## src/rtl/prod_accum_if.sv

```systemverilog
// Product-in / sum-out val/rdy bundle for the product accumulator.
interface prod_accum_if #(
  parameter int p_width = 32
);
  logic               req_val;
  logic               req_rdy;
  logic [p_width-1:0] req_msg;
  logic               resp_val;
  logic               resp_rdy;
  logic [p_width-1:0] resp_msg;
  logic               resp_ovf;

  // Accumulator side: consumes products, produces sums.
  modport slave (
    input  req_val, req_msg, resp_rdy,
    output req_rdy, resp_val, resp_msg, resp_ovf
  );

  // Source/sink side: produces products, consumes sums.
  modport master (
    output req_val, req_msg, resp_rdy,
    input  req_rdy, resp_val, resp_msg, resp_ovf
  );
endinterface

```

## src/rtl/prod_accum.sv

```systemverilog
// Sums each group of p_nterms unsigned products into one wrapped result,
// with a sticky carry-out flag per group.
//
// state | meaning
// ------+------------------------------------------------------------
// ACC   | collecting products of the current group, req_rdy high
// DONE  | group sum presented; next group's first term may overlap
module prod_accum #(
  parameter int p_width  = 32,
  parameter int p_nterms = 4
) (
  input  logic         clk,
  input  logic         reset,
  prod_accum_if.slave  bus
);

  localparam int cw = $clog2(p_nterms + 1);

  typedef enum logic {ACC, DONE} state_t;

  state_t             state, state_nxt;
  logic [p_width-1:0] acc, acc_nxt;
  logic [cw-1:0]      cnt, cnt_nxt;
  logic               ovf, ovf_nxt;
  logic [p_width:0]   sum;
  logic               last_term;

  logic               req_rdy;
  logic               resp_val;
  logic [p_width-1:0] resp_msg;
  logic               resp_ovf;

  // Widened add so the carry-out is visible for the sticky flag.
  always_comb begin
    sum       = {1'b0, acc} + {1'b0, bus.req_msg};
    last_term = (cnt == cw'(p_nterms - 1));
  end

  // Next-state and output decode; outputs are forced quiet while reset is high.
  always_comb begin
    state_nxt = state;
    acc_nxt   = acc;
    cnt_nxt   = cnt;
    ovf_nxt   = ovf;
    req_rdy   = 1'b0;
    resp_val  = 1'b0;
    resp_msg  = '0;
    resp_ovf  = 1'b0;
    case (state)
      ACC: begin
        req_rdy = 1'b1;
        if (bus.req_val) begin
          acc_nxt = sum[p_width-1:0];
          ovf_nxt = ovf | sum[p_width];
          if (last_term) begin
            cnt_nxt   = '0;
            state_nxt = DONE;
          end else begin
            cnt_nxt = cnt + cw'(1);
          end
        end
      end
      DONE: begin
        resp_val = 1'b1;
        resp_msg = acc;
        resp_ovf = ovf;
        req_rdy  = bus.resp_rdy;
        if (bus.resp_rdy) begin
          if (bus.req_val) begin
            // Overlap: the accepted product starts the next group.
            acc_nxt   = bus.req_msg;
            ovf_nxt   = 1'b0;
            cnt_nxt   = cw'(1);
            state_nxt = (p_nterms == 1) ? DONE : ACC;
          end else begin
            acc_nxt   = '0;
            cnt_nxt   = '0;
            ovf_nxt   = 1'b0;
            state_nxt = ACC;
          end
        end
      end
      default: state_nxt = ACC;
    endcase
    if (reset) begin
      req_rdy  = 1'b0;
      resp_val = 1'b0;
      resp_msg = '0;
      resp_ovf = 1'b0;
    end
  end

  // State and datapath registers with synchronous reset.
  always_ff @(posedge clk) begin
    if (reset) begin
      state <= ACC;
      acc   <= '0;
      cnt   <= '0;
      ovf   <= 1'b0;
    end else begin
      state <= state_nxt;
      acc   <= acc_nxt;
      cnt   <= cnt_nxt;
      ovf   <= ovf_nxt;
    end
  end

  assign bus.req_rdy  = req_rdy;
  assign bus.resp_val = resp_val;
  assign bus.resp_msg = resp_msg;
  assign bus.resp_ovf = resp_ovf;

endmodule
```

## src/flat_wrapper.sv

```systemverilog
// flat-port wrapper written by rule: the top's interface ports become plain ports
module prod_accum_flat 
#(
  parameter int p_width  = 32,
  parameter int p_nterms = 4
)
  (clk, reset, bus_req_val, bus_req_msg, bus_resp_rdy, bus_req_rdy, bus_resp_val, bus_resp_msg, bus_resp_ovf);
  prod_accum_if #(.p_width(p_width)) bus_i ();
  input  logic clk;
  input  logic reset;
  input wire logic [$bits(bus_i.req_val)-1:0] bus_req_val;
  input wire logic [$bits(bus_i.req_msg)-1:0] bus_req_msg;
  input wire logic [$bits(bus_i.resp_rdy)-1:0] bus_resp_rdy;
  output wire logic [$bits(bus_i.req_rdy)-1:0] bus_req_rdy;
  output wire logic [$bits(bus_i.resp_val)-1:0] bus_resp_val;
  output wire logic [$bits(bus_i.resp_msg)-1:0] bus_resp_msg;
  output wire logic [$bits(bus_i.resp_ovf)-1:0] bus_resp_ovf;
  assign bus_i.req_val = bus_req_val;
  assign bus_i.req_msg = bus_req_msg;
  assign bus_i.resp_rdy = bus_resp_rdy;
  assign bus_req_rdy = bus_i.req_rdy;
  assign bus_resp_val = bus_i.resp_val;
  assign bus_resp_msg = bus_i.resp_msg;
  assign bus_resp_ovf = bus_i.resp_ovf;
  prod_accum #(.p_width(p_width), .p_nterms(p_nterms)) u_core (.clk(clk), .reset(reset), .bus(bus_i));
endmodule
```

## config.mk

```make
export PLATFORM = sky130hd
export DESIGN_NAME = prod_accum_flat
export DESIGN_NICKNAME = d
export VERILOG_FILES = /design/src/rtl/prod_accum_if.sv /design/src/rtl/prod_accum.sv /design/src/flat_wrapper.sv
export SDC_FILE = /design/constraint.sdc
export NUM_CORES = 1
export LEC_CHECK = 0
export ABC_CLOCK_PERIOD_IN_PS = 2300
export BUFFER_PORTS_ARGS = -buffer_cell sky130_fd_sc_hd__buf_4
export CORE_MARGIN = 5
export CORE_UTILIZATION = 40
export CTS_CLUSTER_SIZE = 12
export DETAILED_ROUTE_END_ITERATION = 16
export PLACE_DENSITY = 0.66
export SLEW_MARGIN = 20
export SYNTH_ARGS = -nofsm -noshare
export SYNTH_HDL_FRONTEND = slang
export SYNTH_SLANG_ARGS = --single-unit
```

## constraint.sdc

```tcl
create_clock -name clk -period 2.3 [get_ports clk]
set_input_delay 0 -clock clk [delete_from_list [all_inputs] [get_ports clk]]
set_output_delay 0 -clock clk [all_outputs]
set_load 0.005 [all_outputs]
```

### Word-level counts from Yosys, hierarchy flattened

Cells that the tools add are included.

* bits in registers: 37
* bits of input ports: 36
* output and inout bits: 35

* add/sub/neg operators: 2
* eq/ne operators: 3
* mux-type cells: 24
* bitwise logic cells: 2
* reductions and logical operators: 1

Operators by type and width (count)
* two-way mux 32 bit: 5
* case mux 32 bit (2 select lines): 1
* adder 32 x 32 -> 33 bit: 1
* two-way mux 1 bit: 11
* two-way mux 3 bit: 3
* case mux 1 bit (2 select lines): 3
* case mux 3 bit (2 select lines): 1
* inequality test 2 bit, second input constant: 2
* adder 3 x 1 -> 3 bit, second input constant: 1
* == test 3 x 2 -> 1 bit, second input constant: 1
* AND reduction 2 bit: 1
* NOT 1 bit: 1
* OR 1 bit: 1

### Depth between registers and ports, before layout

* depth in word-level cells: 4
* depth in mapped cells: 11
* mapped depth without buffers: 10

### Worst setup path before layout

Ideal clock, no wire load.

* kind: register to register
* start point: register u_core.acc[0]
* end point: register u_core.acc[20]
* library setup time: 74 ps
* data arrival time: 2397 ps
* required time: 2226 ps
* slack: -171 ps
* stages on the path, launching flop included: 11
* buffers on the path: 0
* period minus slack after synthesis: 2471 ps
* path through: dfxtp_1 -> ha_1 -> fa_1 -> a21o_1 -> a21oi_1 -> a211oi_2 -> nor3b_2 -> o211ai_2 -> xnor2_1 -> or3_1 -> a31oi_1

* cells in the longest elaborated chain, start to end: 3

RTL lines
* start, declared: line prod_accum.sv:22 `logic [p_width-1:0] acc, acc_nxt;`
* start signal, assigned: line prod_accum.sv:102 `acc <= acc_nxt;`
* adder 32 x 32 -> 33 bit: line prod_accum.sv:35 `sum = {1'b0, acc} + {1'b0, bus.req_msg};`
* two-way mux 32 bit: line prod_accum.sv:52 `if (bus.req_val) begin`
* case mux 32 bit (2 select lines): line prod_accum.sv:49 `case (state)`

No other way between the ends. The select of a mux whose other input is x is not followed.
A chain may end at the register's enable or synchronous reset.

### Worst setup path after layout

* start point: register u_core.acc[6]
* end point: register u_core.acc[20]

Same word-level chain as after synthesis.

==> PnR_summary.wiki <==
{| class="wikitable"
! Metric !! Value
|-
| Routed Wire Length || 12900 um
|-
| Wire length of the first global-routing pass || 20500 um
|-
| Critical path data arrival time || 2.67 ns
|-
| Die X-Extent || 107 um
|-
| Number of placed I/O pins || 71
|-
| Areal power density over the cells || 642 nW/um^2
|-
| Cell type with the largest total area after synthesis || sky130_fd_sc_hd__dfxtp_1
|-
| Critical path's largest stage delay || 0.36 ns
|-
| GRT Max-Usage Layer || met2
|-
| Largest fanout on the critical path || 5
|-
| Number of distinct standard cells referenced by the synthesized netlist || 63
|-
| Clock Latency Late Sink || 0.30 ns
|-
| Final core occ || 57.2%
|-
| Share of the cycle needed by the critical path after routing || 106%
|-
| Register area share after synthesis || 19.6%
|-
| GR met3 Demand/Resource || 2.88%
|-
| Post-DRT Antenna Nets || 0
|-
| Launch instance of the worst register-to-register path || u_core.acc[6]
|-
| Detailed router's first-iteration violation count || 232
|-
| Crit path setup slack, layout || -0.140 ns
|-
| Cell types with the largest area share after synthesis || sky130_fd_sc_hd__dfxtp_1 (20%), sky130_fd_sc_hd__ha_1 (11%), sky130_fd_sc_hd__a21oi_1 (6.2%)
|-
| CTS tree || built
|-
| Final max-slew violation count || 0
|-
| Post-synth EDFFs || 0
|-
| Worst Max-Slew Pin Slew || 0.671 ns
|-
| Total setup violations reported at the end of the flow || 7
|-
| Share of the synthesized area in the top cell type || 19.6%
|-
| Floorplan die area || 11500 um^2
|-
| Clock Pin Slew Worst Setup and Hold Paths || 0.09 ns
|-
| Number of instances in the synthesized netlist || 515
|-
| Total negative slack || -0.523 ns
|-
| Drc violations || 0
|-
| Initial core utilization || 41.0%
|-
| CP required || 2.53 ns
|-
| Global placement routability congestion || 0.926
|-
| Post-layout minimum cycle time || 2.44 ns
|-
| Global routing met1 resource utilization || 29.0%
|-
| Leakage || 2.25 nW
|-
| Number of clock sinks || 37
|-
| Worst setup path category || flip-flop to flip-flop
|-
| Failing checks || setup timing
|-
| Die Ht || 107 um
|-
| Average routed wire per standard cell || 17.0 um
|-
| Category of the worst setup path launch point || flip-flop
|-
| Slowest-stage cell, CP || sky130_fd_sc_hd__a211oi_2
|-
| Final-layout fill cell count || 849
|-
| Via Count || 4363
|-
| Register bit total from synthesis || 37
|-
| CTS Buf Count || 5
|-
| Master cell of the clock root buffer || sky130_fd_sc_hd__clkbuf_8
|-
| Met2 track demand over resource || 37.0%
|-
| Ys async rst share || 0%
|-
| Crit path capture type || flip-flop
|-
| Max-slew headroom at the worst pin || 54.8%
|-
| CTS H-tree depth || 2
|-
| Total half-perimeter wirelength after legalization and detailed placement || 9300 um
|-
| Critical path, cell by cell || ha_4 > buf_6 > and4_1 > a21oi_2 > a211oi_2 > nor3b_2 > o211ai_2 > xnor2_1 > or3_1 > a31oi_1
|-
| Average size of a mapped cell || 7.35 um^2
|-
| Vias in the first global route || 4223
|-
| Grt total ovfl || 0
|-
| Number of nets produced by synthesis || 585
|-
| Number of antenna violations at the first check in global routing || 0
|-
| Number of buffers on the longest clock path || 2
|-
| Total iterations of the first detailed-routing run || 5
|-
| Worst hold path startpoint || bus_req_msg[17]
|-
| Number of nets in the layout || 699
|-
| Post-Route Skew || 0.00825 ns
|-
| Port bufs || 70
|-
| Library cell with the highest instance count after synthesis || sky130_fd_sc_hd__nand2_1
|-
| Drt via density || 5.75
|-
| Top post-synthesis cells by count || sky130_fd_sc_hd__nand2_1 (56), sky130_fd_sc_hd__a21oi_1 (47), sky130_fd_sc_hd__nor2_1 (38), sky130_fd_sc_hd__and2_1 (37), sky130_fd_sc_hd__dfxtp_1 (37)
|-
| Maximum number of pins on one net before global-route repair || 42
|-
| Row count || 35
|-
| Path class of the lowest-slack min-delay path || primary input to flip-flop
|-
| Fmax || 0.410 GHz
|-
| Count of inserted antenna diode cells || 0
|-
| Critical Path Start || u_core.acc[6]
|-
| Count of yosys warnings during synthesis || 0
|-
| Fraction of final layout cells sized beyond drive strength 1 || 31.3%
|-
| Area overhead of the layout relative to synthesis || 39.5%
|-
| Number of failing hold endpoints at the final stage || 0
|-
| Peak ir drop on the vdd network || 0.000356 V
|-
| Max_cap viols || 0
|-
| Status || complete, but fails checks
|-
| Placed instance area || 4790 um^2
|-
| Overall track demand over capacity in global routing || 21.8%
|-
| Most used flip-flop cell after synthesis || sky130_fd_sc_hd__dfxtp_1
|-
| Total non-filler cell area in the finished layout || 5280 um^2
|-
| RSZ-0062 raised after global routing || yes
|-
| Cell area after technology mapping || 3790 um^2
|-
| Floorplan Core Area || 9240 um^2
|}
==> worst paths after layout <==
path / to / slack [ns] / cells after the start
setup / recovery: u_core.acc[20] / -0.14 / 10
hold / removal: u_core.acc[17] / 0.01 / 3
setup reg to reg: u_core.acc[20] / -0.14 / 10
hold reg to reg: u_core.cnt[2] / 0.48 / 2
==> worst max-delay path: cells and delay by family (launching register included) <==
kind                     cells  cell delay (ns)
AO/OA/AOI/OAI                4             0.88
XOR/XNOR                     1             0.10
adder cells (fa/ha/maj)      1             0.28
buffers and inverters        1             0.11
flip-flops                   1             0.35
AND/OR/NAND/NOR              3             0.66
==> flip-flops by register name, indices dropped and copies added (netlist names) <==
name and cells:
u_core.acc 32, u_core.cnt 3, u_core.state 1, u_core.ovf 1
==> report_power, final <==
part	switching [W]	leakage [nW]	internal (W)
clock network	0.000284	0.0439	0.000210
registers	0.000114	0.308	0.000769
logic	0.00104	1.90	0.000975
==> area by class of cell <==
class,count,area (um^2),area share [%]
clock buffers,5,68.8,1.30
inverters,6,22.5,0.426
flip-flops and latches,37,749,14.2
well taps,129,161,3.05
clock inverters,3,17.5,0.332
repair buffers,140,1070,20.3
multi-input cells,439,3190,60.4
==> routing by layer <==
metal | share of wire, % | up-vias
met5 | 0 | -
li1 | - | 2137
met1 | 44 | 2057
met3 | 6.4 | 22
met2 | 48 | 147
met4 | 1.8 | 0
==> kinds of logic after synthesis <==
group | after synthesis | share of synthesized area (%)
flip-flops | 37 | 19.6
XOR/XNOR | 23 | 5.32
AND/OR/NAND/NOR | 206 | 27.4
multiplexers | 1 | 0.264
buffers and inverters | 39 | 4.06
adder cells (fa/ha/maj) | 34 | 11.4
AO/OA/AOI/OAI | 175 | 31.9
==> per-stage QoR <==
step           hold WS (ns)  power, W  instances  setup slack (ns)
2_1_floorplan         0.132   0.00209        515           -0.0509
3_3_place_gp          0.301   0.00263        739            -0.117
3_5_place_dp          0.309   0.00266        739            -0.194
4_1_cts              0.0114   0.00322        754           -0.0940
5_1_grt              0.0800   0.00364        759            -0.275
6_report             0.0136   0.00339        759            -0.140
==> placed cells by master (no fill, tap or decap), drive strengths merged, types with 6 or more instances in the layout <==
| master | instances |
|---|---|
| nor3 | 6 |
| and3 | 13 |
| and2 | 37 |
| xor2 | 14 |
| o21ai | 32 |
| o211ai | 7 |
| nand2b | 6 |
| a21oi | 48 |
| xnor2 | 9 |
| nand3 | 18 |
| a211oi | 13 |
| o22ai | 8 |
| dfxtp | 37 |
| a31oi | 8 |
| inv | 6 |
| nand2 | 56 |
| a22oi | 11 |
| nor2 | 39 |
| o21a | 6 |
| nand4 | 6 |
| ha | 33 |
| buf | 136 |
| nor2b | 11 |
==> timing repair <==
action / 4_1_cts / 5_1_grt
endpoints found under the hold margin: 4 / 0
resized for setup: 18 / 34
hold buffers: 4 / 0
pin swaps: 12 / 26
setup endpoints to repair: 17 / 21
setup buffers: 3 / 5
Power figures use the tool's default switching activity.
